### config.mk
export PLATFORM = sky130hd
export DESIGN_NAME = keypad_scan_flat
export DESIGN_NICKNAME = d
export VERILOG_FILES = /design/src/rtl/keypad_scan_if.sv /design/src/rtl/keypad_scan.sv /design/src/flat_wrapper.sv
export SDC_FILE = /design/constraint.sdc
export NUM_CORES = 1
export LEC_CHECK = 0
export CORE_ASPECT_RATIO = 0.5
export CORE_MARGIN = 1
export CORE_UTILIZATION = 50
export CTS_BUF_LIST = sky130_fd_sc_hd__clkbuf_8
export DETAILED_ROUTE_END_ITERATION = 16
export PLACE_DENSITY = 0.76
export SLEW_MARGIN = 40
export SYNTH_ARGS = -nofsm -noshare
export SYNTH_HDL_FRONTEND = slang
export SYNTH_SLANG_ARGS = --single-unit
### constraint.sdc
create_clock -name hwclk -period 3.1 [get_ports hwclk]
set_input_delay 0.62 -clock hwclk [delete_from_list [all_inputs] [get_ports hwclk]]
set_output_delay 0.62 -clock hwclk [all_outputs]
set_load 0.1 [all_outputs]
### src/rtl/keypad_scan_if.sv
`default_nettype none
// +----------------------------------------------------------------------+
// | Module   : keypad_scan_if                                            |
// | Purpose  : Signal bundle between the keypad scanner, the physical    |
// |            4x4 matrix and the digit-accumulation stage.              |
// | Signals  : row            - row returns, active-low (from keypad)    |
// |            col            - column drive, active-low (to keypad)     |
// |            key            - last accepted key code, zero-extended    |
// |            button_pressed - one-cycle strobe per accepted press      |
// | Modports : master - scanner side; slave - keypad/consumer side       |
// | Revision : 1.0 - initial release                                     |
// +----------------------------------------------------------------------+
interface keypad_scan_if;
  logic [3:0] row;
  logic [3:0] col;
  logic [7:0] key;
  logic       button_pressed;

  modport master (
    input  row,
    output col,
    output key,
    output button_pressed
  );

  modport slave (
    output row,
    input  col,
    input  key,
    input  button_pressed
  );
endinterface : keypad_scan_if
`default_nettype wire

### src/rtl/keypad_scan.sv
`default_nettype none
// +----------------------------------------------------------------------+
// | Module   : keypad_scan                                               |
// | Purpose  : 4x4 active-low matrix keypad scanner. Drives one column   |
// |            low at a time, synchronizes the row returns, classifies   |
// |            each full scan (none / one key / several keys), debounces |
// |            press and release over DEBOUNCE_SCANS scans, and emits    |
// |            the key code followed one cycle later by a strobe.        |
// | Ports    : hwclk - system clock                                      |
// |            reset - synchronous active-high reset                     |
// |            bus   - keypad_scan_if.master (row/col/key/button_pressed)|
// | Params   : SCAN_DIV       - cycles each column is driven (>= 4)      |
// |            DEBOUNCE_SCANS - identical scans to accept (>= 2)         |
// | Macro    : KEYPAD_DIGIT_FILTER_EN - keys with code > 9 are tracked   |
// |            but never update key nor strobe                           |
// | Revision : 1.0 - initial release                                     |
// +----------------------------------------------------------------------+
module keypad_scan #(
  parameter int SCAN_DIV       = 1200,
  parameter int DEBOUNCE_SCANS = 50
) (
  input  logic          hwclk,
  input  logic          reset,
  keypad_scan_if.master bus
);

  localparam int DW = $clog2(SCAN_DIV);
  localparam int CW = $clog2(DEBOUNCE_SCANS + 1);
  localparam logic [DW-1:0] c_DWELL_LAST = DW'(SCAN_DIV - 1);
  localparam logic [CW-1:0] c_CNT_LAST   = CW'(DEBOUNCE_SCANS - 1);

  typedef enum logic [1:0] {
    S_IDLE       = 2'd0,
    S_PRESS_DB   = 2'd1,
    S_HELD       = 2'd2,
    S_RELEASE_DB = 2'd3
  } state_t;

  // Key map: row r, column c -> code.
  function automatic logic [3:0] f_key_code(input logic [1:0] r, input logic [1:0] c);
    logic [3:0] v;
    v = 4'd0;
    case ({r, c})
      4'h0: v = 4'd1;
      4'h1: v = 4'd2;
      4'h2: v = 4'd3;
      4'h3: v = 4'd10;
      4'h4: v = 4'd4;
      4'h5: v = 4'd5;
      4'h6: v = 4'd6;
      4'h7: v = 4'd11;
      4'h8: v = 4'd7;
      4'h9: v = 4'd8;
      4'hA: v = 4'd9;
      4'hB: v = 4'd12;
      4'hC: v = 4'd14;
      4'hD: v = 4'd0;
      4'hE: v = 4'd15;
      4'hF: v = 4'd13;
      default: v = 4'd0;
    endcase
    return v;
  endfunction

  // Row synchronizer
  logic [3:0] r_row_s1;
  logic [3:0] r_row_s2;

  // Scan timing
  logic [DW-1:0] r_dwell;
  logic [1:0]    r_col_idx;

  // Per-scan accumulation: r_hits saturates at 2 (= several keys)
  logic [1:0] r_hits;
  logic [3:0] r_code;

  // Debounce FSM
  state_t        r_state, w_state_nxt;
  logic [CW-1:0] r_cnt, w_cnt_nxt;
  logic [3:0]    r_cand, w_cand_nxt;
  logic [3:0]    r_key, w_key_nxt;
  logic          w_strobe_set;
  logic          r_strobe_pend;
  logic          r_button;

  logic       w_sample;
  logic       w_scan_end;
  logic [3:0] w_closed;
  logic [2:0] w_col_cnt;
  logic [1:0] w_row_sel;
  logic [1:0] w_base_hits;
  logic [2:0] w_sum;
  logic [1:0] w_tot;
  logic [3:0] w_tot_code;
  logic       w_res_none;
  logic       w_res_one;
  logic       w_accept_ok;

  always_ff @(posedge hwclk) begin
    if (reset) begin
      r_row_s1 <= 4'hF;
      r_row_s2 <= 4'hF;
    end else begin
      r_row_s1 <= bus.row;
      r_row_s2 <= r_row_s1;
    end
  end

  always_ff @(posedge hwclk) begin
    if (reset) begin
      r_dwell   <= '0;
      r_col_idx <= 2'd0;
    end else if (w_sample) begin
      r_dwell   <= '0;
      r_col_idx <= r_col_idx + 2'd1;
    end else begin
      r_dwell   <= r_dwell + 1'b1;
    end
  end

  assign w_sample   = (r_dwell == c_DWELL_LAST);
  assign w_scan_end = w_sample && (r_col_idx == 2'd3);
  assign bus.col    = ~(4'b0001 << r_col_idx);

  // Closed switches in the column currently driven
  assign w_closed  = ~r_row_s2;
  assign w_col_cnt = {2'b00, w_closed[0]} + {2'b00, w_closed[1]} +
                     {2'b00, w_closed[2]} + {2'b00, w_closed[3]};
  assign w_row_sel = w_closed[0] ? 2'd0 :
                     w_closed[1] ? 2'd1 :
                     w_closed[2] ? 2'd2 : 2'd3;

  // Column 0 starts a fresh scan, so earlier hits are discarded there.
  assign w_base_hits = (r_col_idx == 2'd0) ? 2'd0 : r_hits;
  assign w_sum       = {1'b0, w_base_hits} + w_col_cnt;
  assign w_tot       = (w_sum >= 3'd2) ? 2'd2 : w_sum[1:0];
  // Only meaningful when w_tot == 1: the single hit is either in this
  // column or was recorded in an earlier one.
  assign w_tot_code  = (w_col_cnt == 3'd1) ? f_key_code(w_row_sel, r_col_idx) : r_code;

  always_ff @(posedge hwclk) begin
    if (reset) begin
      r_hits <= 2'd0;
      r_code <= 4'd0;
    end else if (w_sample) begin
      r_hits <= w_tot;
      r_code <= w_tot_code;
    end
  end

  assign w_res_none = (w_tot == 2'd0);
  assign w_res_one  = (w_tot == 2'd1);

`ifdef KEYPAD_DIGIT_FILTER_EN
  assign w_accept_ok = (r_cand <= 4'd9);
`else
  assign w_accept_ok = 1'b1;
`endif

  always_ff @(posedge hwclk) begin
    if (reset) begin
      r_state       <= S_IDLE;
      r_cnt         <= '0;
      r_cand        <= 4'd0;
      r_key         <= 4'd0;
      r_strobe_pend <= 1'b0;
      r_button      <= 1'b0;
    end else begin
      r_state       <= w_state_nxt;
      r_cnt         <= w_cnt_nxt;
      r_cand        <= w_cand_nxt;
      r_key         <= w_key_nxt;
      // Two-stage strobe path puts the strobe one cycle behind key.
      r_strobe_pend <= w_strobe_set;
      r_button      <= r_strobe_pend;
    end
  end

  always_comb begin
    w_state_nxt  = r_state;
    w_cnt_nxt    = r_cnt;
    w_cand_nxt   = r_cand;
    w_key_nxt    = r_key;
    w_strobe_set = 1'b0;
    if (w_scan_end) begin
      case (r_state)
        S_IDLE: begin
          if (w_res_one) begin
            w_cand_nxt  = w_tot_code;
            w_cnt_nxt   = CW'(1);
            w_state_nxt = S_PRESS_DB;
          end
        end
        S_PRESS_DB: begin
          if (w_res_one && (w_tot_code == r_cand)) begin
            if (r_cnt == c_CNT_LAST) begin
              w_cnt_nxt   = '0;
              w_state_nxt = S_HELD;
              if (w_accept_ok) begin
                w_key_nxt    = r_cand;
                w_strobe_set = 1'b1;
              end
            end else begin
              w_cnt_nxt = r_cnt + 1'b1;
            end
          end else begin
            w_cnt_nxt   = '0;
            w_state_nxt = S_IDLE;
          end
        end
        S_HELD: begin
          if (w_res_none) begin
            w_cnt_nxt   = CW'(1);
            w_state_nxt = S_RELEASE_DB;
          end
        end
        S_RELEASE_DB: begin
          if (w_res_none) begin
            if (r_cnt == c_CNT_LAST) begin
              w_cnt_nxt   = '0;
              w_state_nxt = S_IDLE;
            end else begin
              w_cnt_nxt = r_cnt + 1'b1;
            end
          end else begin
            w_cnt_nxt   = '0;
            w_state_nxt = S_HELD;
          end
        end
        default: begin
          w_cnt_nxt   = '0;
          w_state_nxt = S_IDLE;
        end
      endcase
    end
  end

  assign bus.key            = {4'h0, r_key};
  assign bus.button_pressed = r_button;

endmodule : keypad_scan
`default_nettype wire
### src/flat_wrapper.sv
// flat-port wrapper written by rule: the top's interface ports become plain ports
module keypad_scan_flat 
#(
  parameter int SCAN_DIV       = 1200,
  parameter int DEBOUNCE_SCANS = 50
)
  (hwclk, reset, bus_row, bus_col, bus_key, bus_button_pressed);
  keypad_scan_if bus_i ();
  input  logic hwclk;
  input  logic reset;
  input wire logic [$bits(bus_i.row)-1:0] bus_row;
  output wire logic [$bits(bus_i.col)-1:0] bus_col;
  output wire logic [$bits(bus_i.key)-1:0] bus_key;
  output wire logic [$bits(bus_i.button_pressed)-1:0] bus_button_pressed;
  assign bus_i.row = bus_row;
  assign bus_col = bus_i.col;
  assign bus_key = bus_i.key;
  assign bus_button_pressed = bus_i.button_pressed;
  keypad_scan #(.SCAN_DIV(SCAN_DIV), .DEBOUNCE_SCANS(DEBOUNCE_SCANS)) u_core (.hwclk(hwclk), .reset(reset), .bus(bus_i));
endmodule
-- Word-level counts from Yosys, hierarchy flattened
Memories as Yosys holds them, arrays and structs flattened.
Index checks and enable logic that the tools add are counted.
- bitwise gates (word level): 5
- add/sub/neg operators: 7
- equal/unequal tests: 13
- reductions and logical operators: 11
- multipliers: 0
- divide/modulo/power cells: 0
- magnitude comparators: 1
- mux-type cells: 20
- shift-type cells: 1
- operator list (cell ; number):
    6-bit two-way mux ; 5
    6-bit case mux with 4 select lines ; 1
    2-bit two-way mux ; 10
    11-bit by 1-bit adder with 11-bit output, second input constant ; 1
    11-bit == test, second input constant ; 1
    4-bit inverter ; 2
    2-bit case mux with 4 select lines ; 1
    3-bit by 1-bit adder with 3-bit output ; 2
    6-bit by 1-bit adder with 6-bit output, second input constant ; 1
    2-bit == test, second input constant ; 3
    6-bit == test, second input constant ; 1
    2-bit zero test ; 3
    3-bit inequality test, second input constant ; 2
    3-bit AND reduction ; 2
    5-bit AND reduction ; 1
    2-bit by 1-bit == test with 1-bit output, second input constant ; 2
    4-bit == test ; 1
    4-bit two-way mux ; 1
    2-bit by 1-bit inequality test with 1-bit output, second input constant ; 2
    4-bit AND reduction ; 1
    4-bit OR reduction ; 1
    1-bit by 2-bit left shift with 4-bit output, first input constant ; 1
    2-bit by 3-bit adder with 3-bit output ; 1
    3-bit by 1-bit == test with 1-bit output, second input constant ; 1
    other kinds (7) ; 11
- RAM bits: 0
- bits in latches: 0
- bits of input ports: 6
- flip-flop bits (word level): 45
- bits in read-only memories: 64
- memories: 1
- memories (memory ; depth ; width ; read ports ; clocked after memory_dff ; write ports ; RTL line ; source):
    (no name shown) ; 16 ; 4 ; 1 ; 0 ; 0 ; keypad_scan.sv:43 ; case ({r, c})

-- Depth between registers and ports, before layout
- word-level depth: 11
- mapped depth: 13

-- Least setup slack after synthesis
Ideal clock, no wire load.
- kind: reg2reg
- from: register u_core.r_row_s2[0]
- to: register u_core.r_key[0]
- slack: -331 ps
- arrival: 3298 ps
- stages on the path, launching flop included: 13
- required time: 2966 ps
- buffers on the path: 0
- cells stage by stage: dfxtp_1 inv_2 ha_1 fa_1 ha_1 fa_1 xor2_1 nor2_1 nand4_1 a2111oi_4 nand2_2 o21ai_1 a21oi_1
- longest elaborated chain between the ends: 10
- elaborated cells on any way between the ends: 15
- RTL lines (what ; RTL line ; source):
    from (decl) ; keypad_scan.sv:67 ; logic [3:0] r_row_s2;
    from (signal assigned) ; keypad_scan.sv:105 ; r_row_s2 <= r_row_s1;
    4-bit inverter (*) ; keypad_scan.sv:126 ; assign w_closed = ~r_row_s2;
    1-bit by 1-bit adder with 2-bit output ; keypad_scan.sv:127 ; assign w_col_cnt = {2'b00, w_closed[0]} + {2'b00, w_closed[1]} +
    3-bit by 1-bit adder with 3-bit output ; keypad_scan.sv:127 ;
    3-bit by 1-bit adder with 3-bit output ; keypad_scan.sv:128 ; {2'b00, w_closed[2]} + {2'b00, w_closed[3]};
    2-bit by 3-bit adder with 3-bit output ; keypad_scan.sv:135 ; assign w_sum = {1'b0, w_base_hits} + w_col_cnt;
    3-bit by 2-bit >= comparator with 1-bit output ; keypad_scan.sv:136 ; assign w_tot = (w_sum >= 3'd2) ? 2'd2 : w_sum[1:0];
    2-bit two-way mux ; keypad_scan.sv:136 ;
    2-bit by 1-bit == test with 1-bit output ; keypad_scan.sv:152 ; assign w_res_one = (w_tot == 2'd1);
    1-bit logical AND (*) ; keypad_scan.sv:195 ; if (w_res_one && (w_tot_code == r_cand)) begin
    4-bit AND reduction (no source line) (*) ; -- ;
    to (signal assigned) ; keypad_scan.sv:172 ; r_key <= w_key_nxt;
    to (decl) ; keypad_scan.sv:81 ; logic [3:0] r_key, w_key_nxt;
Every way passes the cells marked *; elsewhere a longest branch is shown, timed or not.
A chain may end at the register's enable or synchronous reset.

-- Final worst setup path
- from: register u_core.r_row_s2[1]
- to: register u_core.r_state[0]
- longest elaborated chain between the ends: 11
- elaborated cells on any way between the ends: 24
- RTL lines (what ; RTL line ; source):
    4-bit inverter (*) ; keypad_scan.sv:126 ;
    1-bit by 1-bit adder with 2-bit output ; keypad_scan.sv:127 ;
    3-bit by 1-bit adder with 3-bit output ; keypad_scan.sv:127 ;
    3-bit by 1-bit adder with 3-bit output ; keypad_scan.sv:128 ;
    2-bit by 3-bit adder with 3-bit output ; keypad_scan.sv:135 ;
    3-bit by 2-bit >= comparator with 1-bit output ; keypad_scan.sv:136 ;
    2-bit two-way mux ; keypad_scan.sv:136 ;
    2-bit by 1-bit == test with 1-bit output ; keypad_scan.sv:152 ;
    1-bit logical AND ; keypad_scan.sv:195 ;
    3-bit inequality test (no source line) or 2-bit two-way mux (tied branches) ; -- ;
    5-bit AND reduction (no source line) or 2-bit case mux with 4 select lines (tied branches) ; -- ;
    to (signal assigned) ; keypad_scan.sv:169 ; r_state <= w_state_nxt;
    to (decl) ; keypad_scan.sv:78 ; state_t r_state, w_state_nxt;
Marked as above.

==> impl_metrics.py <==
metrics = {
    "yosys": {
        "synth.ff_latch_count": 45,
        "yosys.area_share.simple_pct": 23.4,
        "syn_area_mm2": 0.00253,
        "synth_commonest_cells": "dfxtp_1 (45), nor2_1 (33), inv_1 (17)",
        "syn_inst": 285,
        "synth_top_family_by_area": "simple AND/OR/NAND/NOR gates",
        "ys_warn_count": 0,
        "ys_async_sr_fraction_pct": 0,
        "synth_edf_count": 0,
        "synthMuxAreaShare_pct": 4.01,
        "ys_types": 60,
        "synth_ff_type": "dfxtp_1",
        "yosysTopAreaCell": "dfxtp_1",
        "netlist.area_leader.share_pct": 35.7,
        "seq_area_frac_synth_pct": 35.7,
        "synth_area_leaders": "dfxtp_1 (36%), ha_1 (6.4%), nor2_1 (4.9%)",
        "synth_compound_area_share_pct": 16.3,
        "syn_area_per_cell_um2": 8.86,
        "synth_adder_area_share_pct": 8.02,
        "synth_most_common_cell": "dfxtp_1",
        "synth_xor_area_share_pct": 6.24,
    },
    "global_routing": {
        "grt_pass1_wl_um": 8500,
        "antenna_found_initial": 0,
        "grt_max_degree": 26,
        "grt_overflow_total": 0,
        "grt_usage_pct": 21.4,
        "grt_pass1_vias": 1866,
    },
    "timing": {
        "hold_viol_final": 0,
        "period_share_pct": 99.7,
        "fin_skew_ns": 0.00904,
        "period_needed_ns": 3.09,
        "fmax_ghz": 0.324,
        "relSlewSlack_pct": 62.7,
        "report.final.slew_viol_count": 0,
        "rsz0062_at_grt": "yes",
        "worst_pin_slew_ns": 0.558,
        "setup_violations": 0,
    },
    "detailed_routing": {
        "viasPerCell": 5.43,
        "vias": 2074,
        "drt_first_pass_iters": 4,
        "drt_iter0_drc": 42,
        "wl_per_cell_um": 13.9,
        "wl_um": 5330,
        "ant_nets": 0,
        "route.detailed.drc": 0,
    },
    "setup_path": {
        "cp-start-kind": "flip-flop",
        "slowest_delay_ns": 0.46,
        "worst-path-buf-inv": 3,
        "cp.depth": 14,
        "r2r_slack_ns": 0.009,
        "crit_type": "reg2reg",
        "cp_data_arrival_time_ns": 3.33,
        "path_delay_family": "adder cells",
        "reg2regPathDepth": 14,
        "r2r-end": "u_core.r_state[0]",
        "path_cells": "inv_1 -> ha_4 -> fa_2 -> ha_4 -> fa_2 -> xor2_1 -> buf_4 -> nor2_4 -> buf_4 -> nand3b_1 -> nor2_4 -> a21oi_1 -> mux2_2 -> a21oi_2",
        "crit_path_end_kind": "flip-flop",
        "rr_startpoint": "u_core.r_row_s2[1]",
        "slowest_stage": "fa_2",
        "cp_max_fo": 4,
        "worstPathRequired_ns": 3.34,
    },
    "cts": {
        "cts.path.max_buffers": 2,
        "cts.htree.levels": 2,
        "cts_inserted_buffers": 5,
        "clkTransAtPathRegs_ns": 0.09,
        "cts_tree": "built",
        "cts-root-buf": "clkbuf_8",
        "cts_sinks": 45,
        "clk_latency_ns": 0.31,
    },
    "final_layout": {
        "area_growth_pct": 20.1,
        "finalInstanceArea_mm2": 0.00303,
        "fillCellCount": 390,
        "n_antenna_cell": 0,
        "drive_gt1_share_pct": 25.9,
        "final_util_pct": 65.7,
        "nets": 336,
    },
    "floorplanning": {
        "core_area_mm2": 0.00462,
        "num_io_pins": 19,
        "start_util_pct": 54.7,
        "die_x_um": 103,
        "std_cell_rows": 17,
        "die_y_um": 52.3,
        "die_area_mm2": 0.00536,
    },
    "worst_hold_path": {
        "min_path_type": "reg2reg",
        "min_to": "u_core.r_row_s2[2]",
        "holdCritStartpoint": "u_core.r_row_s1[2]",
        "holdPathStages": 1,
    },
    "power_and_ir_drop": {
        "ir_drop_uv": 275,
        "leakage_uw": 0.00120,
        "power_density_mw_per_mm2": 393,
    },
    "place": {
        "dpl_cell_area_mm2": 0.00284,
        "gp_congestion": 0.870,
        "hpwl_um": 3790,
        "numPortBuffers": 14,
    },
    "flow_run": {
        "drv_cap": 0,
    },
    "status": {
        "status": "finished clean",
    },
}
==> logic make-up after synthesis <==
| family | after synthesis |
|---|---|
| mux | 10 |
| simple gates | 105 |
| xor+xnor | 18 |
| buf+inv | 35 |
| other cells | 1 |
| flops | 45 |
| compound gates | 56 |
| fa+ha+maj | 15 |
==> cells in the final DEF (no fill, tap or decap), types with 2 or more instances in the layout <==
| master | n |
|---|---|
| a211oi_1 | 2 |
| a21oi_1 | 14 |
| a21oi_2 | 2 |
| and3_1 | 3 |
| buf_4 | 29 |
| buf_6 | 2 |
| clkbuf_8 | 5 |
| clkdlybuf4s50_1 | 5 |
| conb_1 | 4 |
| dfxtp_1 | 43 |
| fa_2 | 2 |
| ha_1 | 10 |
| ha_4 | 3 |
| inv_1 | 18 |
| mux2i_1 | 9 |
| nand2_1 | 14 |
| nand3_1 | 7 |
| nand4_1 | 11 |
| nor2_1 | 31 |
| nor2_4 | 2 |
| nor2b_1 | 4 |
| nor3_2 | 6 |
| nor4_1 | 2 |
| o2111ai_2 | 2 |
| o211ai_1 | 2 |
| o21a_1 | 3 |
| o21ai_0 | 10 |
| o21ai_2 | 4 |
| o31ai_1 | 2 |
| o32ai_1 | 2 |
| or2_2 | 10 |
| xnor2_1 | 10 |
| xor2_1 | 8 |
==> routing by layer <==
| layer | global-route usage, % | routed length, µm |
|---|---|---|
| met1 | 25.9 | 2460 |
| met2 | 35.7 | 2500 |
| met3 | 7.20 | 287 |
| met4 | 7.86 | 80 |
| met5 | 0 | 0 |
==> worst max-delay path by stage <==
| stage | from | end | slack [ns] |
|---|---|---|---|
| after floorplan | u_core.r_row_s2[0] | u_core.r_key[0] | -0.09 |
| after global placement | u_core.r_row_s2[0] | u_core.r_cnt[2] | 0.004 |
| after detailed placement | u_core.r_row_s2[1] | u_core.r_state[0] | -0.12 |
| after CTS | u_core.r_row_s2[1] | u_core.r_state[0] | 0.04 |
| after global routing | u_core.r_row_s2[1] | u_core.r_key[2] | -0.12 |
| final | u_core.r_row_s2[1] | u_core.r_state[0] | 0.009 |
==> state kept, by name, summed over array words and instances, names as in the netlist, 4 cells and up <==
signal	count
u_core.r_code	4
u_core.r_cnt	6
u_core.r_dwell	11
u_core.r_row_s2	4
u_core.r_row_s1	4
u_core.r_cand	4
u_core.r_key	4
==> timing repair <==
action / in CTS / in global routing
gates cloned: 1 / 0
setup endpoints to repair: 11 / 12
buffers inserted: 2 / 1
gates resized for setup: 2 / 11
pin swaps: 2 / 2
hold buffers: 0 / 0
==> metrics by stage <==
| step | setup TNS, ns | hold WS (ns) | worst slack, ns | instances | total power [µW] |
|---|---|---|---|---|---|
| 2_1_floorplan | -0.378 | 0.389 | -0.0945 | 288 | 721 |
| 4_1_cts | 0 | 0.418 | 0.0373 | 381 | 1200 |
| 6_report | 0 | 0.416 | 0.00904 | 382 | 1190 |
| 3_3_place_gp | 0 | 0.394 | 0.00425 | 370 | 754 |
| 3_5_place_dp | -0.929 | 0.397 | -0.124 | 370 | 758 |
| 5_1_grt | -0.831 | 0.437 | -0.116 | 382 | 1240 |
==> final cells by class <==
type                    count  area, µm²  area share [%]
flip-flops and latches     45        906            29.9
clock buffers               5       68.8            2.27
repair buffers             37        295            9.73
multi-input cells         208       1570            51.7
well taps                  66       82.6            2.72
inverters                  18       70.1            2.31
clock inverters             3       42.5            1.40
==> worst reg2reg max path, stage by stage (launching register included) <==
cell,delay (ns)
dfxtp_2,0.33
inv_1,0.06
ha_4,0.27
fa_2,0.46
ha_4,0.18
fa_2,0.32
xor2_1,0.18
buf_4,0.15
nor2_4,0.11
buf_4,0.15
nand3b_1,0.15
nor2_4,0.17
a21oi_1,0.08
mux2_2,0.28
a21oi_2,0.14
==> where the power goes <==
group | total (µW) | switching (µW) | internal [µW]
sequential | 590 | 4.93 | 585
clock | 443 | 204 | 239
combinational | 160 | 97.2 | 62.4
total | 1190 | 306 | 886
(Power assumes the default switching activity.)
